`config.mk`:
```
export PLATFORM = sky130hd
export DESIGN_NAME = vgacon_term_ctrl
export DESIGN_NICKNAME = d
export VERILOG_FILES = /design/src/rtl/vgacon_pkg.sv /design/src/rtl/vgacon_term_ctrl.sv
export SDC_FILE = /design/constraint.sdc
export NUM_CORES = 1
export LEC_CHECK = 0
export CORE_UTILIZATION = 52
export CTS_CLUSTER_DIAMETER = 200
export DETAILED_ROUTE_END_ITERATION = 16
export GPL_ROUTABILITY_DRIVEN = 0
export PLACE_DENSITY = 0.79
export SLEW_MARGIN = 40
export SYNTH_ARGS = -nofsm -noshare
export SYNTH_HDL_FRONTEND = slang
export SYNTH_SLANG_ARGS = --single-unit
```
`constraint.sdc`:
```
create_clock -name clk -period 4.8 [get_ports clk]
set_input_delay 0.72 -clock clk [delete_from_list [all_inputs] [get_ports clk]]
set_output_delay 0.72 -clock clk [all_outputs]
set_load 0.1 [all_outputs]
```
`src/rtl/vgacon_pkg.sv`:
```
// ---------------------------------------------------------------------------
// vgacon_pkg
//   Shared definitions for the VGA text console write path.
//   - Default console geometry (NUM_ROWS_DEF x NUM_COLS_DEF cells).
//   - ASCII control codes and the printable range understood by the
//     terminal controller.
//   - SPACE_CELL: blank cell value {color=0, ascii=0x20}.
//   - state_t: terminal controller state encoding.
// ---------------------------------------------------------------------------
package vgacon_pkg;

  localparam int NUM_ROWS_DEF = 3;
  localparam int NUM_COLS_DEF = 10;

  localparam logic [7:0] CR        = 8'h0D;
  localparam logic [7:0] LF        = 8'h0A;
  localparam logic [7:0] BS        = 8'h08;
  localparam logic [7:0] FF        = 8'h0C;
  localparam logic [7:0] PRINT_MIN = 8'h20;
  localparam logic [7:0] PRINT_MAX = 8'h7E;

  localparam logic [8:0] SPACE_CELL = 9'h020;

  typedef enum logic [2:0] {
    ST_CLEAR    = 3'd0,
    ST_IDLE     = 3'd1,
    ST_SCR_RD   = 3'd2,
    ST_SCR_WR   = 3'd3,
    ST_SCR_FILL = 3'd4
  } state_t;

endpackage

```
`src/rtl/vgacon_term_ctrl.sv`:
```
// ---------------------------------------------------------------------------
// vgacon_term_ctrl
//   Terminal-style write controller for the text console character buffer.
//   Consumes a byte stream, keeps a cursor, interprets CR/LF/BS/FF and
//   scrolls the buffer up one row when the cursor runs past the last row.
//
// Ports
//   clk, rst          clock, synchronous active-high reset
//   in_valid/in_ready byte handshake; in_data/in_color sampled on transfer
//   buf_addr          buffer address (shared by read and write)
//   buf_wdata/buf_we  buffer write port
//   buf_rdata         buffer contents at buf_addr, same cycle
//   cursor_row/col    current cursor position
//   busy              inverse of in_ready
//
// Handshake: a byte transfers on a rising edge where in_valid and in_ready
// are both high. in_ready depends only on state and rst, never on in_valid.
// The producer holds in_data/in_color stable while in_valid is high and
// in_ready is low.
// ---------------------------------------------------------------------------
module vgacon_term_ctrl #(
  parameter int NUM_ROWS = vgacon_pkg::NUM_ROWS_DEF,
  parameter int NUM_COLS = vgacon_pkg::NUM_COLS_DEF,
  parameter int ADDR_W   = $clog2(NUM_ROWS * NUM_COLS)
) (
  input  logic                        clk,
  input  logic                        rst,
  input  logic                        in_valid,
  input  logic [7:0]                  in_data,
  input  logic [1:0]                  in_color,
  output logic                        in_ready,
  output logic [ADDR_W-1:0]           buf_addr,
  output logic [8:0]                  buf_wdata,
  output logic                        buf_we,
  input  logic [8:0]                  buf_rdata,
  output logic [$clog2(NUM_ROWS)-1:0] cursor_row,
  output logic [$clog2(NUM_COLS)-1:0] cursor_col,
  output logic                        busy
);
  import vgacon_pkg::*;

  localparam int NUM_CHARS = NUM_ROWS * NUM_COLS;
  localparam int ROW_W     = $clog2(NUM_ROWS);
  localparam int COL_W     = $clog2(NUM_COLS);

  localparam logic [ADDR_W-1:0] LAST_CHAR     = ADDR_W'(NUM_CHARS - 1);
  localparam logic [ADDR_W-1:0] LAST_ROW_BASE = ADDR_W'(NUM_CHARS - NUM_COLS);
  localparam logic [ADDR_W-1:0] LAST_COPY     = ADDR_W'(NUM_CHARS - NUM_COLS - 1);
  localparam logic [ADDR_W-1:0] ROW_STRIDE    = ADDR_W'(NUM_COLS);
  localparam logic [ROW_W-1:0]  LAST_ROW      = ROW_W'(NUM_ROWS - 1);
  localparam logic [COL_W-1:0]  LAST_COL      = COL_W'(NUM_COLS - 1);

  state_t            state_q, state_d;
  logic [ADDR_W-1:0] idx_q, idx_d;     // scan index for clear/copy/fill
  logic [ROW_W-1:0]  row_q, row_d;
  logic [COL_W-1:0]  col_q, col_d;
  logic [ADDR_W-1:0] cur_q, cur_d;     // row*NUM_COLS+col, kept incrementally
  logic [8:0]        cap_q, cap_d;     // cell captured in SCR_RD

  always_comb begin
    state_d   = state_q;
    idx_d     = idx_q;
    row_d     = row_q;
    col_d     = col_q;
    cur_d     = cur_q;
    cap_d     = cap_q;
    in_ready  = 1'b0;
    buf_we    = 1'b0;
    buf_addr  = cur_q;
    buf_wdata = SPACE_CELL;

    case (state_q)
      ST_CLEAR: begin
        buf_addr = idx_q;
        buf_we   = 1'b1;
        if (idx_q == LAST_CHAR) begin
          state_d = ST_IDLE;
          idx_d   = '0;
        end else begin
          idx_d = idx_q + 1'b1;
        end
      end

      ST_IDLE: begin
        in_ready = ~rst;
        if (in_valid && in_ready) begin
          if (in_data >= PRINT_MIN && in_data <= PRINT_MAX) begin
            buf_we    = 1'b1;
            buf_wdata = {in_color, in_data[6:0]};
            if (col_q != LAST_COL) begin
              col_d = col_q + 1'b1;
              cur_d = cur_q + 1'b1;
            end else begin
              col_d = '0;
              if (row_q != LAST_ROW) begin
                row_d = row_q + 1'b1;
                cur_d = cur_q + 1'b1;
              end else begin
                // Row stays on the last line; the scroll makes room.
                cur_d   = LAST_ROW_BASE;
                state_d = ST_SCR_RD;
                idx_d   = '0;
              end
            end
          end else if (in_data == CR) begin
            col_d = '0;
            cur_d = cur_q - ADDR_W'(col_q);
          end else if (in_data == LF) begin
            col_d = '0;
            if (row_q != LAST_ROW) begin
              row_d = row_q + 1'b1;
              cur_d = cur_q - ADDR_W'(col_q) + ROW_STRIDE;
            end else begin
              cur_d   = LAST_ROW_BASE;
              state_d = ST_SCR_RD;
              idx_d   = '0;
            end
          end else if (in_data == BS) begin
            if (col_q != '0) begin
              col_d     = col_q - 1'b1;
              cur_d     = cur_q - 1'b1;
              buf_we    = 1'b1;
              buf_addr  = cur_q - 1'b1;
              buf_wdata = SPACE_CELL;
            end
          end else if (in_data == FF) begin
            state_d = ST_CLEAR;
            idx_d   = '0;
            row_d   = '0;
            col_d   = '0;
            cur_d   = '0;
          end
        end
      end

      ST_SCR_RD: begin
        buf_addr = idx_q + ROW_STRIDE;
        cap_d    = buf_rdata;
        state_d  = ST_SCR_WR;
      end

      ST_SCR_WR: begin
        buf_addr  = idx_q;
        buf_we    = 1'b1;
        buf_wdata = cap_q;
        // After the last copy idx_q+1 is already the last row base.
        idx_d     = idx_q + 1'b1;
        state_d   = (idx_q == LAST_COPY) ? ST_SCR_FILL : ST_SCR_RD;
      end

      ST_SCR_FILL: begin
        buf_addr = idx_q;
        buf_we   = 1'b1;
        if (idx_q == LAST_CHAR) begin
          state_d = ST_IDLE;
          idx_d   = '0;
        end else begin
          idx_d = idx_q + 1'b1;
        end
      end

      default: begin
        state_d = ST_CLEAR;
        idx_d   = '0;
      end
    endcase

    // Nothing is written or accepted in a cycle where reset is asserted.
    if (rst) begin
      buf_we   = 1'b0;
      in_ready = 1'b0;
    end
  end

  always_ff @(posedge clk) begin
    if (rst) begin
      state_q <= ST_CLEAR;
      idx_q   <= '0;
      row_q   <= '0;
      col_q   <= '0;
      cur_q   <= '0;
      cap_q   <= '0;
    end else begin
      state_q <= state_d;
      idx_q   <= idx_d;
      row_q   <= row_d;
      col_q   <= col_d;
      cur_q   <= cur_d;
      cap_q   <= cap_d;
    end
  end

  assign busy       = ~in_ready;
  assign cursor_row = row_q;
  assign cursor_col = col_q;

endmodule
```
# After elaboration in Yosys (flattened, before gate mapping)
# Cells that the tools add are included.
[totals]
reg_bits = 28
out_inout_bits = 23
[classes]
addsub = 9
n_lt_le_gt_ge = 2
n_eq_ne = 22
n_mux = 62
bitwise = 3
n_reduce_logical = 13
[op_table]
columns = ["operator", "count"]
rows = [
  ["$mux 5", 22],
  ["$eq 8x4->1 const B", 4],
  ["$mux 3", 10],
  ["$mux 4", 7],
  ["$pmux 5 s4", 1],
  ["$mux 9", 2],
  ["$pmux 9 s2", 1],
  ["$reduce_and 6->1", 3],
  ["$pmux 5 s3", 1],
  ["$mux 2", 7],
  ["$ne 4x4->1 const B", 3],
  ["$pmux 3 s4", 1],
  ["$add 5x1->5 const B", 2],
  ["$add 5x4->5 const B", 2],
  ["$eq 5x5->1 const B", 2],
  ["$mux 1", 9],
  ["$ne 3x3->1 const B", 3],
  ["$ge 8x6->1 const B", 1],
  ["$le 8x7->1 const B", 1],
  ["$ne 2x2->1 const B", 4],
  ["$eq 3x2->1 const B", 2],
  ["$ne 5x4->1 const B", 1],
  ["$reduce_bool 5->1", 1],
  ["$sub 5x1->5 const B", 1],
  ["17 further kinds", 20],
]

# Logic depth before layout (Yosys ltp)
# Gate-level depths: netlist of run 1.
[depth]
depth_word = 9
depth_mapped = 10

# Worst setup path before layout of run 1
# OpenSTA, ideal clock, no wires.
[synth_path]
path_type = "reg2out"
from = "register col_q[1], in the netlist cursor_col[1]"
to = "output port buf_addr[0]"
t_arrival_ps = 4212
required_time_ps = 4080
slack_ps = -132
path_stages_with_launch = 8
path_buffers = 0
cell_sequence = "dfxtp_1 -> inv_1 -> ha_1 -> or3b_2 -> nand2_1 -> o21ai_0 -> a21oi_1 -> nor3_1"
[synth_between]
elab_chain_len = 8
[synth_rtl]
columns = ["item", "line", "rtl"]
rows = [
  ["start: declaration", "vgacon_term_ctrl.sv:56", "logic [COL_W-1:0] col_q, col_d;"],
  ["start signal: assignment", "vgacon_term_ctrl.sv:187", "col_q <= col_d;"],
  ["$reduce_bool 4->1", "vgacon_term_ctrl.sv:119", "if (col_q != '0) begin"],
  ["$mux 5", "--", ""],
  ["$mux 5", "vgacon_term_ctrl.sv:118", "end else if (in_data == BS) begin"],
  ["$mux 5", "vgacon_term_ctrl.sv:108", "end else if (in_data == LF) begin"],
  ["$mux 5", "vgacon_term_ctrl.sv:105", "end else if (in_data == CR) begin"],
  ["$mux 5", "vgacon_term_ctrl.sv:87", "if (in_data >= PRINT_MIN && in_data <= PRINT_MAX) begin"],
  ["$mux 5", "vgacon_term_ctrl.sv:86", "if (in_valid && in_ready) begin"],
  ["$pmux 5 s3", "vgacon_term_ctrl.sv:72", "case (state_q)"],
  ["end: declaration", "vgacon_term_ctrl.sv:32", "output logic [ADDR_W-1:0] buf_addr,"],
]
# Every way passes these cells.

# Worst setup path in the final report of run 1
[layout_path]
from = "input port in_data[4]"
to = "output port buf_addr[0]"
[layout_between]
elab_chain_len = 7
[layout_rtl]
columns = ["item", "line", "rtl"]
rows = [
  ["start: declaration", "vgacon_term_ctrl.sv:29", "input logic [7:0] in_data,"],
  ["$eq 8x4->1", "vgacon_term_ctrl.sv:118", ""],
  ["$mux 5", "vgacon_term_ctrl.sv:118", ""],
  ["$mux 5", "vgacon_term_ctrl.sv:108", ""],
  ["$mux 5", "vgacon_term_ctrl.sv:105", ""],
  ["$mux 5 (*)", "vgacon_term_ctrl.sv:87", ""],
  ["$mux 5 (*)", "vgacon_term_ctrl.sv:86", ""],
  ["$pmux 5 s3 (*)", "vgacon_term_ctrl.sv:72", ""],
]
# Mark *: on every way between the ends. The rest lies on a longest branch, timed or not.

==> results of run 1 <==
## stage by stage
stage | instances | worst slack [ns] | utilization | power (mW) | hold WS, ns
after floorplan | 337 | 0.233 | - | 0.290 | 0.461
after global placement | 431 | 0.975 | 0.664 | 0.328 | 0.463
after detailed placement | 431 | 0.920 | 0.658 | 0.329 | 0.467
after CTS | 435 | 0.889 | 0.673 | 0.522 | 0.484
after global routing | 435 | 0.707 | 0.673 | 0.539 | 0.512
final | 435 | 0.837 | 0.673 | 0.520 | 0.481
## area by class of cell
type	count	share of cell area
clock buffer	3	0.0129
clock inverter	1	0.00939
inverter	16	0.0188
multi-input combinational	274	0.587
sequential	28	0.175
tap	67	0.0262
timing repair buffer	46	0.171
## power by group
part | total (mW) | internal, mW | switching (mW)
Sequential | 0.239 | 0.234 | 0.00439
Combinational | 0.0858 | 0.0367 | 0.0491
Clock | 0.195 | 0.112 | 0.0833
Total | 0.520 | 0.383 | 0.137
## worst register-to-register path, delay by kind of cell (launching register included)
kind | cells | cell delay, ns
adder cells (fa/ha/maj) | 3 | 0.91
AO/OA/AOI/OAI | 4 | 0.49
AND/OR/NAND/NOR | 1 | 0.09
XOR/XNOR | 1 | 0.25
flip-flops | 1 | 0.52
buffers and inverters | 1 | 0.13
## routing by layer
layer / vias up / GRT usage / share of wire
li1: 1285 / - / -
met1: 1190 / 0.380 / 0.45
met2: 121 / 0.445 / 0.47
met3: 7 / 0.0417 / 0.074
met4: 0 / 0.0763 / 0.0087
met5: - / 0 / 0
## cell usage in the layout (no fill, tap or decap), drive strengths merged, types with 9 or more instances in the layout
cell,count
nor2,46
dfxtp,28
a21oi,25
buf,25
nand2,24
clkdlybuf4s50,21
ha,17
o21ai,17
inv,16
nand3,14
a211oi,11
nand2b,9
mux2i,9
nor3,9
## cells in the mapped netlist (3+ instances only)
library cell	instances	area, sq um
sky130_fd_sc_hd__nor2_1	45	169
sky130_fd_sc_hd__clkbuf_1	13	48.8
sky130_fd_sc_hd__nand2b_1	9	56.3
sky130_fd_sc_hd__nand4_1	6	37.5
sky130_fd_sc_hd__ha_1	17	213
sky130_fd_sc_hd__nand2_1	23	86.3
sky130_fd_sc_hd__or2_2	4	25.0
sky130_fd_sc_hd__nor2b_1	3	18.8
sky130_fd_sc_hd__a21oi_1	24	120
sky130_fd_sc_hd__a211oi_1	9	67.6
sky130_fd_sc_hd__o21ai_0	15	75.1
sky130_fd_sc_hd__buf_2	4	20.0
sky130_fd_sc_hd__nor3_1	9	45.0
sky130_fd_sc_hd__xnor2_1	5	43.8
sky130_fd_sc_hd__o22ai_1	7	43.8
sky130_fd_sc_hd__inv_1	16	60.1
sky130_fd_sc_hd__a22o_1	7	61.3
sky130_fd_sc_hd__nand3_1	14	70.1
sky130_fd_sc_hd__xor2_1	7	61.3
sky130_fd_sc_hd__dfxtp_1	28	561
sky130_fd_sc_hd__mux2i_1	9	90.1
## flip-flops by register name (all words and copies together) (netlist names)
name and flops:
cur_q 5, cap_q 9, state_q 3, cursor_row 2
cursor_col 4, idx_q 5
## final timing paths
path / end / start / cells past startpoint / slack [ns]
worst max-delay path: buf_addr[0] / in_data[4] / 8 / 0.84
worst min-delay path: cursor_row[0] / cursor_row[0] / 2 / 0.48
worst max register to register: cur_q[2] / cur_q[0] / 10 / 2.30
worst min register to register: cursor_row[0] / cursor_row[0] / 2 / 0.48
## cell families after synthesis
logic type      after synthesis  synth area share
mux                          11            0.0438
flops                        28             0.218
compound gates               98             0.272
fa+ha+maj                    18            0.0906
xor+xnor                     12            0.0409
simple gates                135             0.281
buf+inv                      35            0.0536
==> flow_metrics.py, run 1 <==
metrics = {
    "status": {
        "status": "finished, final reports clean",
    },
    "clock_tree": {
        "number_of_post_cts_setup_repair_buffers": 0,
        "cts_buffers": 3,
        "h-tree-depth": 1,
        "cts_tree": "done",
        "clock_latency_ns": 0.29,
        "clockBufferDepth": 2,
        "post_cts_clock_slew_at_the_launch_and_capture_registers_of_the_worst_setup_and_hold_paths_ns": 0.11,
        "cts_hold_buf": 0,
        "cts.sinks": 28,
        "cts-root-buf": "sky130_fd_sc_hd__clkbuf_8",
        "cts_repair_resize_count": 0,
    },
    "worst_setup_path": {
        "cp_slowest_cell": "sky130_fd_sc_hd__nor4b_1",
        "timing.setup.critical_path_class": "input port to output pin",
        "worst_path_largest_cell_delay_ns": 0.74,
        "cp_data_arrival_time_ns": 3.24,
        "crit_fanout": 6,
        "critPathCaptureType": "output pin",
        "timing.critical_path.buf_inv": 2,
        "worst-endpoint-required_ns": 4.08,
        "critPathLaunchType": "input port",
        "critical-path-top-delay-family": "simple AND/OR/NAND/NOR gates",
        "critical_path.cell_chain": "clkdlybuf4s50_1, nor4_4, nand2_2, nor4b_1, nand4_1, a21oi_1, nor3_2, buf_12",
    },
    "timing": {
        "fmaxAchievable_ghz": 0.252,
        "slew-limit-headroom": 0.451,
        "report.final.slew_viol_count": 0,
        "finalCriticalPeriod_ns": 3.96,
        "period_share": 0.826,
        "timing.final.setup_violations": 0,
        "number_of_hold_violations_in_the_final_report": 0,
        "worst-slew-pin-transition_ns": 0.812,
        "fin_tns_setup_ns": 0,
        "setup_repair_after_global_routing_missed_its_margin": "false",
        "timing.clock.skew_ns": 0.00696,
    },
    "finish": {
        "layout-drive-gt1-share": 0.147,
        "num-nets-final": 409,
        "multiInputGateArea_sq_mm": 0.00188,
        "postLayoutCellArea_sq_mm": 0.00320,
        "seq_area_sq_um": 561,
        "syn2layout_area_growth_pct": 24.4,
        "fillCellCount": 415,
        "num_antenna_cells": 0,
    },
    "job": {
        "max_cap_violations": 0,
    },
    "synthesis": {
        "ys_seq_elements": 28,
        "postSynthAreaPerCell_sq_um": 7.63,
        "synth_warnings": 0,
        "net_count_after_synthesis": 377,
        "post_synth_inst_count": 337,
        "post_synthesis_cell_area_sq_mm": 0.00257,
        "yosys_most_used_dff": "sky130_fd_sc_hd__dfxtp_1",
        "synth_enable_flop_cells": 0,
        "synthDistinctLibCells": 67,
        "synth-seq-area-share": 0.218,
        "synth_async_sr_flop_share": 0,
    },
    "die": {
        "die_x_um": 72.3,
        "design.die.area_sq_mm": 0.00523,
        "start_util": 0.541,
        "ios": 45,
        "die-height_um": 72.3,
        "floorplan.core_area_sq_mm": 0.00475,
        "rows": 25,
    },
    "grt": {
        "grt_antenna_before_repair": 0,
        "grt.overflow.total": 0,
        "grt_first_pass_wirelength_um": 11400,
        "grt.total_usage": 0.275,
        "via_count_of_the_first_global_routing_pass": 2368,
        "pin_count_of_the_biggest_net_entering_global_routing": 33,
    },
    "power_and_ir_drop": {
        "static-leakage-power_nw": 1.16,
        "power_density_mw_per_mm2": 163,
        "ir_drop_v": 0.000137,
    },
    "drt": {
        "detail-route-antenna-nets": 0,
        "drt_pre_antenna_iters": 5,
        "vias_cell": 5.98,
        "detail_route.drc_violations": 0,
        "vias": 2603,
        "detailed_router_s_first_iteration_violation_count": 325,
        "drt-wirelength-per-cell_um": 15.6,
        "postRouteWirelength_um": 6770,
    },
    "place": {
        "buffers_on_ports": 44,
        "placed_cell_area_sq_mm": 0.00313,
        "dp_hpwl_um": 5000,
    },
    "worst_hold_path": {
        "min_path_type": "flop to flop",
    },
}
Power figures use the tool's default switching activity.
==> inputs of run 2 (changes only) <==
==> constraint.sdc (replaced) <==
create_clock -name clk -period 4.1 [get_ports clk]
set_input_delay 0.615 -clock clk [delete_from_list [all_inputs] [get_ports clk]]
set_output_delay 0.615 -clock clk [all_outputs]
set_load 0.1 [all_outputs]
==> flow_metrics.py, run 2 (synthesis gave the netlist of run 1 again) <==
metrics = {
    "worst_setup_path": {
        "timing.critical_path.buf_inv": 2,
        "critical_path.cell_chain": "clkdlybuf4s50_1, nor2_1, and3_1, nand2_1, or3_1, a31oi_2, buf_12",
        "critPathLaunchType": "input port",
        "timing.setup.critical_path_class": "input port to output pin",
        "worst-endpoint-required_ns": 3.48,
        "cp_slowest_cell": "sky130_fd_sc_hd__clkdlybuf4s50_1",
        "crit_fanout": 9,
        "critPathCaptureType": "output pin",
        "worst_path_largest_cell_delay_ns": 0.62,
        "critical-path-top-delay-family": "simple AND/OR/NAND/NOR gates",
        "cp_data_arrival_time_ns": 2.96,
    },
    "grt": {
        "grt_antenna_before_repair": 0,
        "via_count_of_the_first_global_routing_pass": 2396,
        "grt.total_usage": 0.270,
        "pin_count_of_the_biggest_net_entering_global_routing": 33,
        "grt_first_pass_wirelength_um": 11400,
        "grt.overflow.total": 0,
    },
    "clock_tree": {
        "cts-root-buf": "sky130_fd_sc_hd__clkbuf_8",
        "cts_tree": "done",
        "cts_repair_resize_count": 0,
        "number_of_post_cts_setup_repair_buffers": 0,
        "post_cts_clock_slew_at_the_launch_and_capture_registers_of_the_worst_setup_and_hold_paths_ns": 0.10,
        "h-tree-depth": 1,
        "cts_buffers": 3,
        "clock_latency_ns": 0.28,
        "cts.sinks": 28,
        "clockBufferDepth": 2,
        "cts_hold_buf": 0,
    },
    "finish": {
        "register_name_with_the_most_flops": "cap_q",
        "syn2layout_area_growth_pct": 26.0,
        "seq_area_sq_um": 561,
        "fillCellCount": 414,
        "largest_register_ffs": 9,
        "multiInputGateArea_sq_mm": 0.00189,
        "num-nets-final": 411,
        "final_cell_mix": "sky130_fd_sc_hd__nor2_1, sky130_fd_sc_hd__dfxtp_1, sky130_fd_sc_hd__a21oi_1, sky130_fd_sc_hd__nand2_1, sky130_fd_sc_hd__clkdlybuf4s50_1",
        "layout-drive-gt1-share": 0.162,
        "reg.largest.list": "cap_q (9), cur_q (5), idx_q (5)",
        "num_antenna_cells": 0,
        "final_common_cell": "sky130_fd_sc_hd__nor2_1",
        "postLayoutCellArea_sq_mm": 0.00324,
        "fin_util": 0.681,
    },
    "status": {
        "status": "finished, final reports clean",
    },
    "die": {
        "floorplan.core_area_sq_mm": 0.00475,
        "ios": 45,
        "design.die.area_sq_mm": 0.00523,
        "die-height_um": 72.3,
        "rows": 25,
        "start_util": 0.541,
        "die_x_um": 72.3,
    },
    "timing": {
        "fmaxAchievable_ghz": 0.280,
        "number_of_hold_violations_in_the_final_report": 0,
        "slew-limit-headroom": 0.550,
        "fin_tns_setup_ns": 0,
        "period_share": 0.872,
        "timing.final.setup_violations": 0,
        "finalCriticalPeriod_ns": 3.57,
        "setup_repair_after_global_routing_missed_its_margin": "false",
        "report.final.slew_viol_count": 0,
        "timing.clock.skew_ns": 0.00341,
        "worst-slew-pin-transition_ns": 0.674,
        "final_hold_slack_ns": 0.483,
    },
    "place": {
        "placed_cell_area_sq_mm": 0.00318,
        "buffers_on_ports": 44,
        "dp_hpwl_um": 4970,
    },
    "drt": {
        "drt-wirelength-per-cell_um": 15.3,
        "postRouteWirelength_um": 6670,
        "drt_pre_antenna_iters": 5,
        "vias_cell": 5.95,
        "detail-route-antenna-nets": 0,
        "detailed_router_s_first_iteration_violation_count": 273,
        "detail_route.drc_violations": 0,
        "vias": 2602,
    },
    "worst_hold_path": {
        "min_path_type": "flop to flop",
    },
    "job": {
        "max_cap_violations": 0,
    },
    "power_and_ir_drop": {
        "static-leakage-power_nw": 1.17,
        "power_density_mw_per_mm2": 173,
        "ir_drop_v": 0.000184,
    },
}
## run 2: stage by stage
stage | instances | total power [mW] | setup slack [ns]
2_1_floorplan | 337 | 0.340 | 0.126
6_report | 437 | 0.561 | 0.526
3_5_place_dp | 433 | 0.388 | 0.575
5_1_grt | 437 | 0.578 | 0.398
4_1_cts | 437 | 0.560 | 0.571
3_3_place_gp | 433 | 0.386 | 0.571
## run 2: area by class of cell
class / count / share of cell area
multi-input combinational: 274 / 0.585
timing repair buffer: 48 / 0.181
sequential: 28 / 0.173
tap: 67 / 0.0259
inverter: 16 / 0.0185
clock buffer: 4 / 0.0170
## run 2: power by group
part / internal (mW) / switching (mW) / total (mW)
Sequential: 0.274 / 0.00477 / 0.279
Clock: 0.0862 / 0.0926 / 0.179
Combinational: 0.0449 / 0.0581 / 0.103
## run 2: layer usage
layer,global-route usage,vias to the layer above,part of all wire
met5,0,-,0
li1,-,1287,-
met3,0.0458,10,0.068
met2,0.451,101,0.47
met4,0.0566,0,0.013
met1,0.367,1204,0.45
## run 2: path summary, 6_finish.rpt
kind / endpoint / startpoint / slack, ns / cells after the start
worst max register to register: cur_q[2] / cur_q[0] / 1.61 / 10
worst max-delay path: buf_addr[1] / in_data[2] / 0.53 / 7
worst min-delay path: cursor_row[0] / cursor_row[0] / 0.48 / 2
worst min register to register: cursor_row[0] / cursor_row[0] / 0.48 / 2
## run 2: tightest hold or removal path: stages, from the launching register on
cell	delay, ns
sky130_fd_sc_hd__dfxtp_1	0.34
sky130_fd_sc_hd__nand2_1	0.06
sky130_fd_sc_hd__a21oi_1	0.05
==> inputs of run 3 (changes only) <==
--- a/config.mk
+++ b/config.mk
@@ -5,11 +5,12 @@
 export SDC_FILE = /design/constraint.sdc
 export NUM_CORES = 1
 export LEC_CHECK = 0
+export ABC_AREA = 1
 export CORE_UTILIZATION = 52
 export CTS_CLUSTER_DIAMETER = 200
 export DETAILED_ROUTE_END_ITERATION = 16
 export GPL_ROUTABILITY_DRIVEN = 0
-export PLACE_DENSITY = 0.79
+export PLACE_DENSITY = 0.78
 export SLEW_MARGIN = 40
 export SYNTH_ARGS = -nofsm -noshare
 export SYNTH_HDL_FRONTEND = slang
==> constraint.sdc (replaced) <==
create_clock -name clk -period 3.5 [get_ports clk]
set_input_delay 0.525 -clock clk [delete_from_list [all_inputs] [get_ports clk]]
set_output_delay 0.525 -clock clk [all_outputs]
set_load 0.1 [all_outputs]
==> flow_metrics.py, run 3 <==
metrics = {
    "power_and_ir_drop": {
        "design_power_total_mw": 0.662,
        "static-leakage-power_nw": 1.61,
        "power_density_mw_per_mm2": 195,
        "ir_drop_v": 0.000179,
    },
    "clock_tree": {
        "clockBufferDepth": 2,
        "number_of_post_cts_setup_repair_buffers": 0,
        "clock_latency_ns": 0.28,
        "cts_repair_resize_count": 0,
        "cts_buffers": 3,
        "cts_hold_buf": 0,
        "post_cts_clock_slew_at_the_launch_and_capture_registers_of_the_worst_setup_and_hold_paths_ns": 0.10,
        "cts-root-buf": "sky130_fd_sc_hd__clkbuf_8",
        "cts_tree": "done",
        "h-tree-depth": 1,
        "cts.sinks": 28,
    },
    "worst_setup_path": {
        "critical_path.cell_chain": "clkdlybuf4s50_1, nand2_1, nor2_1, nand2_1, nand3_4, inv_1, nand3_1, o21ai_0, buf_12",
        "timing.critical_path.buf_inv": 3,
        "critical-path-top-delay-family": "buffers and inverters",
        "timing.setup.critical_path_class": "input port to output pin",
        "critPathLaunchType": "input port",
        "cp_data_arrival_time_ns": 2.47,
        "critPathCaptureType": "output pin",
        "ff2ff_setup_slack_ns": 1.08,
        "worst_path_largest_cell_delay_ns": 0.46,
        "worst-endpoint-required_ns": 2.97,
        "cp_common_cell": "sky130_fd_sc_hd__nand2_1",
        "cp_slowest_cell": "sky130_fd_sc_hd__clkdlybuf4s50_1",
        "crit_fanout": 9,
    },
    "die": {
        "die-height_um": 74.1,
        "floorplan.core_area_sq_mm": 0.00485,
        "rows": 25,
        "design.die.area_sq_mm": 0.00548,
        "start_util": 0.557,
        "die_x_um": 74.1,
        "ios": 45,
    },
    "finish": {
        "num_antenna_cells": 0,
        "syn2layout_area_growth_pct": 25.5,
        "register_name_with_the_most_flops": "cap_q",
        "postLayoutCellArea_sq_mm": 0.00339,
        "largest_register_ffs": 9,
        "num-nets-final": 525,
        "fin_util": 0.699,
        "final_common_cell": "sky130_fd_sc_hd__nand2_1",
        "stdcell_count": 551,
        "layout-drive-gt1-share": 0.114,
        "final_cell_mix": "sky130_fd_sc_hd__nand2_1, sky130_fd_sc_hd__nor2_1, sky130_fd_sc_hd__inv_1",
        "reg.largest.list": "cap_q (9), cur_q (5), idx_q (5)",
    },
    "synthesis": {
        "synth_top_area_cell": "sky130_fd_sc_hd__dfxtp_1",
        "synth_warnings": 0,
        "ys_top_cells_by_count": "sky130_fd_sc_hd__nand2_1, sky130_fd_sc_hd__nor2_1, sky130_fd_sc_hd__inv_1",
        "synth_enable_flop_cells": 0,
        "post_synth_inst_count": 441,
        "post_synthesis_cell_area_sq_mm": 0.00270,
        "yosys.cell_count.top_type": "sky130_fd_sc_hd__nand2_1",
        "synthDistinctLibCells": 36,
        "area_fraction_of_the_dominant_cell_type_after_synthesis": 0.208,
        "cell_types_occupying_the_most_area_after_synthesis": "sky130_fd_sc_hd__dfxtp_1, sky130_fd_sc_hd__nand2_1, sky130_fd_sc_hd__nor2_1",
        "ys_seq_elements": 28,
        "postSynthAreaPerCell_sq_um": 6.12,
        "synth_async_sr_flop_share": 0,
        "yosys_most_used_dff": "sky130_fd_sc_hd__dfxtp_1",
        "net_count_after_synthesis": 481,
        "synth-seq-area-share": 0.208,
    },
    "grt": {
        "via_count_of_the_first_global_routing_pass": 2709,
        "pin_count_of_the_biggest_net_entering_global_routing": 20,
        "grt_first_pass_wirelength_um": 12400,
        "grt.total_usage": 0.292,
        "grt.overflow.total": 0,
        "grt_antenna_before_repair": 0,
    },
    "drt": {
        "drt_pre_antenna_iters": 5,
        "drt-wirelength-per-cell_um": 13.8,
        "detail_route.drc_violations": 0,
        "vias_cell": 5.42,
        "vias": 2988,
        "detailed_router_s_first_iteration_violation_count": 212,
        "detail-route-antenna-nets": 0,
        "postRouteWirelength_um": 7580,
    },
    "status": {
        "status": "finished, final reports clean",
    },
    "timing": {
        "finalWorstSetupSlack_ns": 0.505,
        "fmaxAchievable_ghz": 0.334,
        "period_share": 0.856,
        "setup_repair_after_global_routing_missed_its_margin": "false",
        "slew-limit-headroom": 0.570,
        "timing.final.setup_violations": 0,
        "final_hold_slack_ns": 0.499,
        "worst-slew-pin-transition_ns": 0.639,
        "fin_tns_setup_ns": 0,
        "number_of_hold_violations_in_the_final_report": 0,
        "report.final.slew_viol_count": 0,
        "timing.clock.skew_ns": 0.00506,
        "finalCriticalPeriod_ns": 2.99,
    },
    "place": {
        "dp_hpwl_um": 5850,
        "placed_cells": 547,
        "dp_slack_ns": 0.565,
        "buffers_on_ports": 44,
        "placed_cell_area_sq_mm": 0.00333,
    },
    "worst_hold_path": {
        "min_path_type": "flop to flop",
    },
    "job": {
        "max_cap_violations": 0,
    },
}
## run 3: worst reg2reg max path, delay by kind of cell, from the launching register on
family / cells / cell delay [ns]
flip-flops: 1 / 0.54
XOR/XNOR: 1 / 0.28
AO/OA/AOI/OAI: 1 / 0.18
AND/OR/NAND/NOR: 3 / 0.22
adder cells (fa/ha/maj): 3 / 0.94
buffers and inverters: 1 / 0.17
## run 3: final cells by class
| type | count | area (sq um) |
|---|---|---|
| Multi-Input combinational cell | 342 | 1870 |
| Fill cell | 439 | 1460 |
| Timing Repair Buffer | 48 | 586 |
| Sequential cell | 28 | 561 |
| Inverter | 62 | 233 |
| Tap cell | 67 | 83.8 |
| Clock buffer | 4 | 55.1 |
## run 3: worst paths after layout
kind         depth (start not counted)  startpoint           end
max                                  9  in_data[3]  buf_wdata[0]
min                                  2  state_q[2]    state_q[2]
max reg2reg                          9    cur_q[0]      cur_q[2]
min reg2reg                          2  state_q[2]    state_q[2]
## run 3: layer usage
metal / routed length, um / global-route usage / vias up
met5: 0 / 0 / -
met4: 170 / 0.0983 / 0
met3: 417 / 0.0298 / 18
met2: 3420 / 0.475 / 110
met1: 3570 / 0.402 / 1348
li1: - / - / 1512
## run 3: kinds of logic (layout without fill, tap and decap cells)
| kind of cell | count (synthesis) | in the layout | synth area share |
|---|---|---|---|
| AOI/OAI and AO/OA | 70 | 70 | 0.147 |
| xor gates and xnor gates | 19 | 19 | 0.0616 |
| adders and majority gates | 18 | 18 | 0.0862 |
| buffers and inverters | 71 | 114 | 0.101 |
| DFF | 28 | 28 | 0.208 |
| and+or+nand+nor | 235 | 235 | 0.397 |
## run 3: where the power goes
group | total (mW) | internal (mW) | switching [mW]
registers | 0.327 | 0.321 | 0.00551
clock network | 0.211 | 0.101 | 0.110
logic | 0.124 | 0.0508 | 0.0737
